[src/rtl/traffic_pkg.sv]
// -----------------------------------------------------------------------------
// traffic_pkg
// Shared definitions for the traffic light and its passive monitor:
//   - phase encoding (NS green, NS yellow, EW green, EW yellow)
//   - monitor error codes (first error is latched, 0 = none)
//   - monitor FSM states
//   - 6-bit lamp patterns, ordered {ns_g, ns_y, ns_r, ew_g, ew_y, ew_r}
// No ports (package).
// -----------------------------------------------------------------------------
package traffic_pkg;

  typedef enum logic [1:0] {
    PH_NS_G = 2'd0,
    PH_NS_Y = 2'd1,
    PH_EW_G = 2'd2,
    PH_EW_Y = 2'd3
  } phase_e;

  typedef enum logic [2:0] {
    ERR_NONE    = 3'd0,
    ERR_ILLEGAL = 3'd1,
    ERR_BAD_SEQ = 3'd2,
    ERR_BAD_DUR = 3'd3,
    ERR_UNSYNC  = 3'd4
  } err_code_e;

  typedef enum logic {
    ST_SYNC  = 1'b0,
    ST_TRACK = 1'b1
  } mon_state_e;

  localparam logic [5:0] LAMPS_NS_G = 6'b100001;
  localparam logic [5:0] LAMPS_NS_Y = 6'b010001;
  localparam logic [5:0] LAMPS_EW_G = 6'b001100;
  localparam logic [5:0] LAMPS_EW_Y = 6'b001010;

endpackage

[src/rtl/traffic_light_monitor_lamp_decode.sv]
// -----------------------------------------------------------------------------
// lamp_decode
// Combinational decode of the six lamp outputs into a traffic phase.
// Ports:
//   lamps [5:0] in  : {ns_g, ns_y, ns_r, ew_g, ew_y, ew_r}
//   valid       out : lamps match one of the four legal patterns
//   phase [1:0] out : decoded phase (PH_NS_G when not valid)
// -----------------------------------------------------------------------------
module lamp_decode
  import traffic_pkg::*;
(
  input  logic [5:0] lamps,
  output logic       valid,
  output logic [1:0] phase
);

  // Match the lamp vector against the four legal patterns.
  always_comb begin
    valid = 1'b1;
    phase = PH_NS_G;
    case (lamps)
      LAMPS_NS_G: phase = PH_NS_G;
      LAMPS_NS_Y: phase = PH_NS_Y;
      LAMPS_EW_G: phase = PH_EW_G;
      LAMPS_EW_Y: phase = PH_EW_Y;
      default: begin
        valid = 1'b0;
        phase = PH_NS_G;
      end
    endcase
  end

endmodule

[src/rtl/traffic_light_monitor.sv]
// -----------------------------------------------------------------------------
// traffic_light_monitor
// Passive protocol checker for traffic_light. Decodes the lamps into a phase,
// follows NS_G -> NS_Y -> EW_G -> EW_Y, checks each phase lasts its configured
// number of ticks, latches the first error code and counts full light cycles.
// Ports:
//   clk, rst          : clock, synchronous active-high reset
//   tick              : one-cycle pulse shared with the light
//   ns_g..ew_r        : observed lamp outputs
//   phase [1:0]       : tracked phase
//   synced            : a legal phase has been adopted
//   err               : sticky error flag
//   err_code [2:0]    : code of the first error (0 = none)
//   cycles [7:0]      : completed EW_Y -> NS_G wraps, saturating at 255
// -----------------------------------------------------------------------------
module traffic_light_monitor
  import traffic_pkg::*;
#(
  parameter int unsigned NS_G_TICKS = 5,
  parameter int unsigned NS_Y_TICKS = 2,
  parameter int unsigned EW_G_TICKS = 5,
  parameter int unsigned EW_Y_TICKS = 2
) (
  input  logic       clk,
  input  logic       rst,
  input  logic       tick,
  input  logic       ns_g,
  input  logic       ns_y,
  input  logic       ns_r,
  input  logic       ew_g,
  input  logic       ew_y,
  input  logic       ew_r,
  output logic [1:0] phase,
  output logic       synced,
  output logic       err,
  output logic [2:0] err_code,
  output logic [7:0] cycles
);

  mon_state_e state_r, state_nx_s;
  logic [1:0] phase_r, phase_nx_s;
  logic [3:0] tcnt_r, tcnt_nx_s;
  logic       first_r, first_nx_s;
  logic       synced_r, synced_nx_s;
  logic [7:0] cycles_r, cycles_nx_s;
  logic       tick_d_r;
  logic       err_r;
  logic [2:0] err_code_r;

  logic       dec_valid_s;
  logic [1:0] dec_phase_s;
  logic       change_s;
  logic [3:0] dur_s;
  err_code_e  code_s;

  // Required tick count for a given phase.
  function automatic logic [3:0] dur_of(input logic [1:0] ph);
    logic [3:0] d;
    case (ph)
      PH_NS_G: d = 4'(NS_G_TICKS);
      PH_NS_Y: d = 4'(NS_Y_TICKS);
      PH_EW_G: d = 4'(EW_G_TICKS);
      PH_EW_Y: d = 4'(EW_Y_TICKS);
      default: d = 4'(NS_G_TICKS);
    endcase
    return d;
  endfunction

  lamp_decode u_lamp_decode (
    .lamps ({ns_g, ns_y, ns_r, ew_g, ew_y, ew_r}),
    .valid (dec_valid_s),
    .phase (dec_phase_s)
  );

  // Next-state, per-cycle protocol checks and tracking updates.
  always_comb begin
    state_nx_s  = state_r;
    phase_nx_s  = phase_r;
    tcnt_nx_s   = tcnt_r;
    first_nx_s  = first_r;
    synced_nx_s = synced_r;
    cycles_nx_s = cycles_r;
    change_s    = 1'b0;
    dur_s       = dur_of(phase_r);
    code_s      = ERR_NONE;
    case (state_r)
      ST_SYNC: begin
        if (dec_valid_s) begin
          state_nx_s  = ST_TRACK;
          phase_nx_s  = dec_phase_s;
          tcnt_nx_s   = 4'd0;
          first_nx_s  = 1'b1;
          synced_nx_s = 1'b1;
        end else begin
          state_nx_s = ST_SYNC;
        end
      end
      ST_TRACK: begin
        change_s = dec_valid_s && (dec_phase_s != phase_r);
        // Checks in priority order; the first phase after sync is of unknown
        // length, so duration checks are suppressed while first_r is set.
        if (!dec_valid_s) begin
          code_s = ERR_ILLEGAL;
        end else if (change_s && (dec_phase_s != (phase_r + 2'd1))) begin
          code_s = ERR_BAD_SEQ;
        end else if (change_s && !tick_d_r) begin
          code_s = ERR_UNSYNC;
        end else if (change_s && (tcnt_r != dur_s) && !first_r) begin
          code_s = ERR_BAD_DUR;
        end else if (!change_s && tick_d_r && (tcnt_r == dur_s) && !first_r) begin
          code_s = ERR_BAD_DUR;
        end else begin
          code_s = ERR_NONE;
        end
        // Any decodable change is adopted so tracking survives an error;
        // a tick in the same cycle counts toward the new phase.
        if (change_s) begin
          phase_nx_s = dec_phase_s;
          tcnt_nx_s  = {3'b000, tick};
          first_nx_s = 1'b0;
          if ((phase_r == PH_EW_Y) && (dec_phase_s == PH_NS_G) &&
              (code_s == ERR_NONE) && (cycles_r != 8'hFF)) begin
            cycles_nx_s = cycles_r + 8'd1;
          end else begin
            cycles_nx_s = cycles_r;
          end
        end else if (tick && (tcnt_r != 4'hF)) begin
          tcnt_nx_s = tcnt_r + 4'd1;
        end else begin
          tcnt_nx_s = tcnt_r;
        end
      end
      default: begin
        state_nx_s = ST_SYNC;
      end
    endcase
  end

  // State register, tick history and first-error capture.
  always_ff @(posedge clk) begin
    if (rst) begin
      state_r    <= ST_SYNC;
      phase_r    <= 2'd0;
      tcnt_r     <= 4'd0;
      first_r    <= 1'b0;
      synced_r   <= 1'b0;
      cycles_r   <= 8'd0;
      tick_d_r   <= 1'b0;
      err_r      <= 1'b0;
      err_code_r <= 3'd0;
    end else begin
      state_r  <= state_nx_s;
      phase_r  <= phase_nx_s;
      tcnt_r   <= tcnt_nx_s;
      first_r  <= first_nx_s;
      synced_r <= synced_nx_s;
      cycles_r <= cycles_nx_s;
      tick_d_r <= tick;
      if ((code_s != ERR_NONE) && !err_r) begin
        err_r      <= 1'b1;
        err_code_r <= code_s;
      end else begin
        err_r      <= err_r;
        err_code_r <= err_code_r;
      end
    end
  end

  assign phase    = phase_r;
  assign synced   = synced_r;
  assign err      = err_r;
  assign err_code = err_code_r;
  assign cycles   = cycles_r;

endmodule

[config.mk]
export PLATFORM = sky130hd
export DESIGN_NAME = traffic_light_monitor
export DESIGN_NICKNAME = d
export VERILOG_FILES = /design/src/rtl/traffic_pkg.sv /design/src/rtl/traffic_light_monitor_lamp_decode.sv /design/src/rtl/traffic_light_monitor.sv
export SDC_FILE = /design/constraint.sdc
export NUM_CORES = 1
export LEC_CHECK = 0
export BUFFER_PORTS_ARGS = -buffer_cell sky130_fd_sc_hd__buf_4
export CAP_MARGIN = 20
export CORE_MARGIN = 1
export CORE_UTILIZATION = 54
export DETAILED_ROUTE_END_ITERATION = 12
export PLACE_DENSITY_LB_ADDON = 0.12
export SLEW_MARGIN = 20
export SYNTH_ARGS = -nofsm -noshare
export SYNTH_HDL_FRONTEND = slang
export SYNTH_HIERARCHICAL = 1
export SYNTH_SLANG_ARGS = --single-unit
[constraint.sdc]
create_clock -name clk -period 2.65 [get_ports clk]
set_clock_uncertainty 0.05 [all_clocks]
set_input_delay 0.3975 -clock clk [delete_from_list [all_inputs] [get_ports clk]]
set_output_delay 0.3975 -clock clk [all_outputs]
set_load 0.005 [all_outputs]
# After elaboration in Yosys (flattened, before gate mapping)
# Cells that the tools add are included.
[word_totals]
register_bits = 22
latchBits = 0
ram_bits = 0
romBits = 0
input_bits = 9
output_inout_bits = 15
elab_cells = 79
n_memories = 0
[classes]
n_addsub = 3
multipliers = 0
div_mod_pow = 0
n_lt_le_gt_ge = 0
eq_ne = 16
shifts = 0
muxes = 22
bitwise_logic = 1
n_reduce_logical = 28
[ops]
columns = ["operator", "count"]
rows = [
  ["$pmux 4 s2", 2],
  ["$mux 3", 5],
  ["$logic_and 1x1->1", 13],
  ["$eq 6x4->1 const B", 2],
  ["$mux 4", 3],
  ["$add 8x1->8 const B", 1],
  ["$mux 2", 4],
  ["$ne 8x8->1 const B", 1],
  ["$eq 6x5->1 const B", 1],
  ["$eq 6x6->1 const B", 1],
  ["$pmux 2 s3", 1],
  ["$reduce_and 2->1", 3],
  ["$mux 1", 5],
  ["$add 4x1->4 const B", 1],
  ["$eq 2x2->1 const B", 2],
  ["$eq 4x4->1", 1],
  ["$logic_not 1->1", 4],
  ["$logic_not 2->1", 2],
  ["$ne 2x2->1", 2],
  ["$ne 4x4->1", 1],
  ["$ne 4x4->1 const B", 1],
  ["$pmux 2 s2", 1],
  ["$reduce_or 2->1", 2],
  ["$reduce_or 4->1", 1],
  ["other kinds (10)", 10],
]

# Longest topological paths before layout
[logic_depth]
word_depth = 18
depth_mapped = 10
depth_no_buf = 9

# By module
# The synthesis kept the hierarchy.
[modules_own_cells]
columns = ["mod", "instances", "cells_each", "area_each_um2", "seq_area_each_um2"]
rows = [
  ["traffic_light_monitor", 1, 136, 1164.9, 440.4],
  ["lamp_decode", 1, 9, 76.3, 0.0],
]

# Least setup slack after synthesis
# OpenSTA, ideal clock, no wires.
[synth_path]
path_type = "input-to-reg"
startpoint = "input ew_g"
endpoint = "register cycles_r[7] (netlist: cycles[7])"
setup_ps = 128
t_arrival_ps = 2264
required_time_ps = 2472
slack_ps = 209
stages = 10
n_path_buf = 1
path_cell_list = "xor2_1 -> and4b_4 -> a21o_2 -> buf_2 -> nand2_1 -> or4b_1 -> a31oi_2 -> nand4_1 -> xor2_1 -> nor2_1"
[synth_via]
elab_chain_cells = 18
word_cells_on_any_way = 30
classes_between = "eq/ne (6); mux (8); reduce/logical (16)"
[synth_lines]
columns = ["element", "line_no", "source"]
rows = [
  ["start: declaration", "traffic_light_monitor.sv:30", "input logic ew_g,"],
  ["$eq 6x4->1 / $eq 6x5->1 (equally long branches)", "traffic_light_monitor_lamp_decode.sv:21", "case (lamps)"],
  ["$pmux 2 s3 *", "traffic_light_monitor_lamp_decode.sv:21", ""],
  ["via dec_phase_s[1]", "traffic_light_monitor.sv:51", "logic [1:0] dec_phase_s;"],
  ["$ne 2x2->1", "traffic_light_monitor.sv:99", "change_s = dec_valid_s && (dec_phase_s != phase_r);"],
  ["$logic_and 1x1->1", "traffic_light_monitor.sv:99", ""],
  ["$logic_not 1->1", "traffic_light_monitor.sv:110", "end else if (!change_s && tick_d_r && (tcnt_r == dur_s) && !first_r) begin"],
  ["$logic_and 1x1->1 (3 in series)", "traffic_light_monitor.sv:110", ""],
  ["$mux 2", "traffic_light_monitor.sv:110", ""],
  ["$mux 2", "traffic_light_monitor.sv:108", "end else if (change_s && (tcnt_r != dur_s) && !first_r) begin"],
  ["$mux 3", "traffic_light_monitor.sv:106", "end else if (change_s && !tick_d_r) begin"],
  ["$mux 3", "traffic_light_monitor.sv:104", "end else if (change_s && (dec_phase_s != (phase_r + 2'd1))) begin"],
  ["$mux 3", "traffic_light_monitor.sv:102", "if (!dec_valid_s) begin"],
  ["$mux 3", "traffic_light_monitor.sv:86", "case (state_r)"],
  ["$logic_not 3->1", "traffic_light_monitor.sv:122", "(code_s == ERR_NONE) && (cycles_r != 8'hFF)) begin"],
  ["$logic_and 1x1->1", "traffic_light_monitor.sv:121", "if ((phase_r == PH_EW_Y) && (dec_phase_s == PH_NS_G) &&"],
  ["$logic_and 1x1->1", "traffic_light_monitor.sv:122", ""],
  ["$reduce_and 3->1 (no source line) *", "-", ""],
  ["end signal: assignment", "traffic_light_monitor.sv:157", "cycles_r <= cycles_nx_s;"],
  ["end: declaration", "traffic_light_monitor.sv:45", "logic [7:0] cycles_r, cycles_nx_s;"],
]
# Mark *: on every way through the listed nets, which the timed path passes. The rest lies on a longest branch. The select of a mux whose other input is x is not followed.
# A chain may end at the register's enable or synchronous reset.

# Final worst setup path
[layout_path]
startpoint = "register phase_r[1] (netlist: phase[1])"
endpoint = "register err_code_r[1] (netlist: err_code[1])"
[layout_via]
elab_chain_cells = 15
word_cells_on_any_way = 30
classes_between = "add/sub (1); eq/ne (7); mux (8); reduce/logical (14)"
[layout_lines]
columns = ["element", "line_no", "source"]
rows = [
  ["start: declaration", "traffic_light_monitor.sv:41", "logic [1:0] phase_r, phase_nx_s;"],
  ["start signal: assignment", "traffic_light_monitor.sv:153", "phase_r <= phase_nx_s;"],
  ["$eq 2x2->1 (tied with other cells)", "traffic_light_monitor.sv:59", "case (ph)"],
  ["$reduce_or 2->1 (no source line) / $logic_and 1x1->1 (equally long branches)", "-", ""],
  ["$pmux 4 s2 / $logic_not 1->1 (equally long branches)", "traffic_light_monitor.sv:59, traffic_light_monitor.sv:110", ""],
  ["$eq 4x4->1 / $logic_and 1x1->1 (equally long branches)", "traffic_light_monitor.sv:110", ""],
  ["$logic_and 1x1->1 (2 in series)", "traffic_light_monitor.sv:110", ""],
  ["$mux 2", "traffic_light_monitor.sv:110", ""],
  ["$mux 2", "traffic_light_monitor.sv:108", ""],
  ["$mux 3", "traffic_light_monitor.sv:106", ""],
  ["$mux 3 *", "traffic_light_monitor.sv:104", ""],
  ["$mux 3 *", "traffic_light_monitor.sv:102", ""],
  ["$mux 3 * (2 in series)", "traffic_light_monitor.sv:86", ""],
  ["$reduce_bool 3->1", "traffic_light_monitor.sv:159", "if ((code_s != ERR_NONE) && !err_r) begin"],
  ["$logic_and 1x1->1", "traffic_light_monitor.sv:159", ""],
  ["end signal: assignment", "traffic_light_monitor.sv:161", "err_code_r <= code_s;"],
  ["end signal: assignment", "traffic_light_monitor.sv:164", "err_code_r <= err_code_r;"],
  ["end: declaration", "traffic_light_monitor.sv:48", "logic [2:0] err_code_r;"],
]
# Every way passes the cells marked *; elsewhere a longest branch is shown, timed or not. The select of a mux whose other input is x is not followed.

==> summary.txt <==
Power
  – P_sw: 138 µW
  – Power Density: 391 nW/µm²
  – Clk pwr share: 31.5%
  – Seq pwr share: 58.3%
  – Combinational Power Share: 10.2%
  – Worst VDD drop: 0.340 mV
  – Leakage power: 0.000638 µW
  – Fraction of power spent switching nets: 23.6%
  – P_int: 447 µW

STA
  – Least-Margin Pin Slew: 464 ps
  – Period utilisation layout: 92.3%
  – Slew Viols, Final: 0
  – Hold Fails Final Rpt: 0
  – Crit path time final: 2450 ps
  – Final setup fails: 0
  – Slew HR: 68.3%
  – Max Fclk: 409 MHz
  – RSZ-0062 raised after global routing: no

Clocking
  – CTS hold repair buffers: 0
  – Clock slew at reported path FFs: 120 ps
  – CTS Sinks: 22
  – Max Root-Sink Buffers: 2
  – # resized after CTS: 0
  – Worst skew pair latency: 300 ps
  – Post-CTS setup buffers: 0
  – CTS Buf Count: 3
  – Clk root buf: clkbuf_4
  – H-Tree Level Count: 1
  – CTS tree: built

Floorplanning
  – DIE WIDTH: 49.9 µm
  – Row cnt: 16
  – Die area: 2490 µm²
  – Die Span Y: 49.9 µm
  – Initial Utilization: 60.2%
  – I/O Pins: 24
  – Core area: 2060 µm²

Logic synthesis
  – Multiplexer share of the synthesized area: 5.75%
  – Top post-synthesis cells by area: dfxtp_1 35%, xor2_1 7.8%, nor2_1 7.0%, mux2i_1 4.8%, ha_1 4.0%
  – Compound-cell area share of the yosys netlist: 13.8%
  – Synth Area in XOR/XNOR: 9.88%
  – Biggest area consumer among synthesized cells: dfxtp_1
  – Post-Syn Area per Cell: 8.56 µm²
  – Flops & latches, synth: 22
  – Seq/Total Area, Yosys: 35.5%
  – Yosys Warn Count: 6
  – Cell area after synthesis: 1240 µm²
  – Adder-Cell Fraction of Synth Area: 4.03%
  – Largest family of logic cells by synthesized area: simple AND/OR/NAND/NOR gates
  – Syn nets: 158
  – Share of the synthesized area in the top cell type: 35.5%
  – Mapped Cells: 145
  – Post-synthesis cell type count: 41
  – Simple-gate portion of the synthesized area: 28.1%

Layout
  – Layout cell share with drive strength beyond 1: 22.1%
  – Most frequent cells in the layout: 27 x buf_4, 23 x nor2_1, 22 x dfxtp_1, 11 x xor2_1
  – Diode count: 0
  – Finished Cell Area: 1500 µm²
  – Commonest non-fill, non-tap cell in the layout: buf_4
  – Final #Nets: 186
  – Post-layout util: 72.6%
  – Area added between synthesis and finish: 20.6%

Min path
  – Worst min-delay path class: input port to flop
  – Hold Path Stages: 2

Critical path
  – Critical Path Sink: err_code[1]
  – Crit. Startpoint: phase[1]
  – Worst-path fanout max: 5
  – Flop-to-flop setup slack: 200 ps
  – Worst Setup End Kind: flop
  – Crit path arrival time: 2600 ps
  – Worst EP required: 2810 ps
  – R2R Path Start: phase[1]
  – Startpoint Class: flop
  – Reg-to-reg endpoint: err_code[1]
  – Reg2reg path depth: 8
  – Crit Path Class: flop to flop

Global route
  – Vias in the first global route: 994
  – GRT overflow: 0
  – Antenna violations before repair: 0
  – Tot GR Track Use: 22.7%
  – First-pass GRT wire length: 4310 µm
  – Largest net degree at the start of global routing: 22

Place
  – Port bufs: 23
  – Routability Congestion: 0.876
  – Post-DP HPWL: 2010 µm
  – Post-place instance area: 1460 µm²

Routing
  – DRT iter0 DRCs: 19
  – Antenna Nets Post-Route: 0
  – Drt pass-1 iters: 4
  – Drt wl/cell: 13.4 µm
  – WL final: 2660 µm
  – Drt drc: 0
  – Vias after detailed routing: 1151
  – Routed vias/inst: 5.78

Run status
  – Outcome: finished clean

Run
  – Max Cap Viol: 0
-- worst min-delay path by stage --
stage	startpoint	endpoint	slack, ps
3_3_place_gp	synced	synced	420
4_1_cts	tick	tick_d_r	270
3_5_place_dp	synced	synced	420
6_report	tick	tick_d_r	270
2_1_floorplan	synced	synced	420
5_1_grt	tick	tick_d_r	260
-- critical path: stages, from the launching register on --
cell     delay [ps]
dfxtp_1         450
inv_1            70
ha_1            180
nor2_1          160
mux2i_1         260
nor2_1           90
or4_1           500
a41o_1          260
a311o_1         340
-- metrics by stage --
stage               worst slack (ps)  setup TNS [ps]  std cells  hold WS, ps  power, µW
floorplan                        209               0        145          415        381
global placement                91.0               0        195          421        406
detailed placement             -18.3           -18.3        195          417        407
CTS                              201               0        199          265        590
global route                    58.3               0        199          258        614
finish                           204               0        199          272        585
-- sequential cells by signal (all words and copies together), names as in the netlist, 2 cells and up --
signal    flops
cycles        8
err_code      3
phase         2
tcnt_r        4
-- cells by family (layout without fill, tap and decap cells) --
kind of cell | after synthesis | count (layout)
simple gates | 65 | 65
compound gates | 24 | 24
flops | 22 | 22
xor+xnor | 14 | 14
buf+inv | 9 | 36
mux | 7 | 7
fa+ha+maj | 4 | 4
-- metal layers --
metal	global-route usage (%)	up-vias	share of wire, %
met1	28.4	544	48
met2	38.7	23	47
met4	8.57	0	1.3
li1	-	580	-
met3	3.70	4	3.0
met5	0	-	0
-- cell usage after synthesis --
cell type,count
a41o_1,1
ha_1,4
dfxtp_1,22
a31oi_2,1
o21ai_1,1
or3_1,1
nor4b_1,1
nand3_1,8
nor3b_1,1
nor2b_1,2
buf_2,2
nand2_1,8
mux2i_1,6
and3b_1,1
nor3_1,2
o21ai_0,1
a21o_2,1
a31oi_1,4
or4_1,1
nand4_1,4
and3_1,5
or2_2,1
nand4b_1,1
a21o_1,3
clkbuf_1,2
a2111oi_0,1
a21oi_1,6
and4bb_2,1
xnor2_1,3
inv_1,5
a211oi_1,2
nor2_1,23
and4_1,2
and2_1,1
a32o_1,1
a31o_2,1
a311o_1,1
or4b_1,1
mux2_2,1
xor2_1,11
and4b_4,1
-- area by class of cell --
| type | count | area [µm²] |
|---|---|---|
| clock buffer | 4 | 36.3 |
| fill | 160 | 566 |
| tap | 27 | 33.8 |
| multi-input combinational | 114 | 764 |
| sequential | 22 | 440 |
| inverter | 5 | 18.8 |
| timing repair buffer | 27 | 203 |
-- power groups by stage --
stage	combinational, µW	sequential, µW	clock, µW
after floorplan	34.7	346	0
after global routing	64.9	342	207
final	59.4	341	184
after detailed placement	58.7	349	0
after global placement	57.1	348	0
after CTS	59.2	341	189
Power figures use the tool's default switching activity.
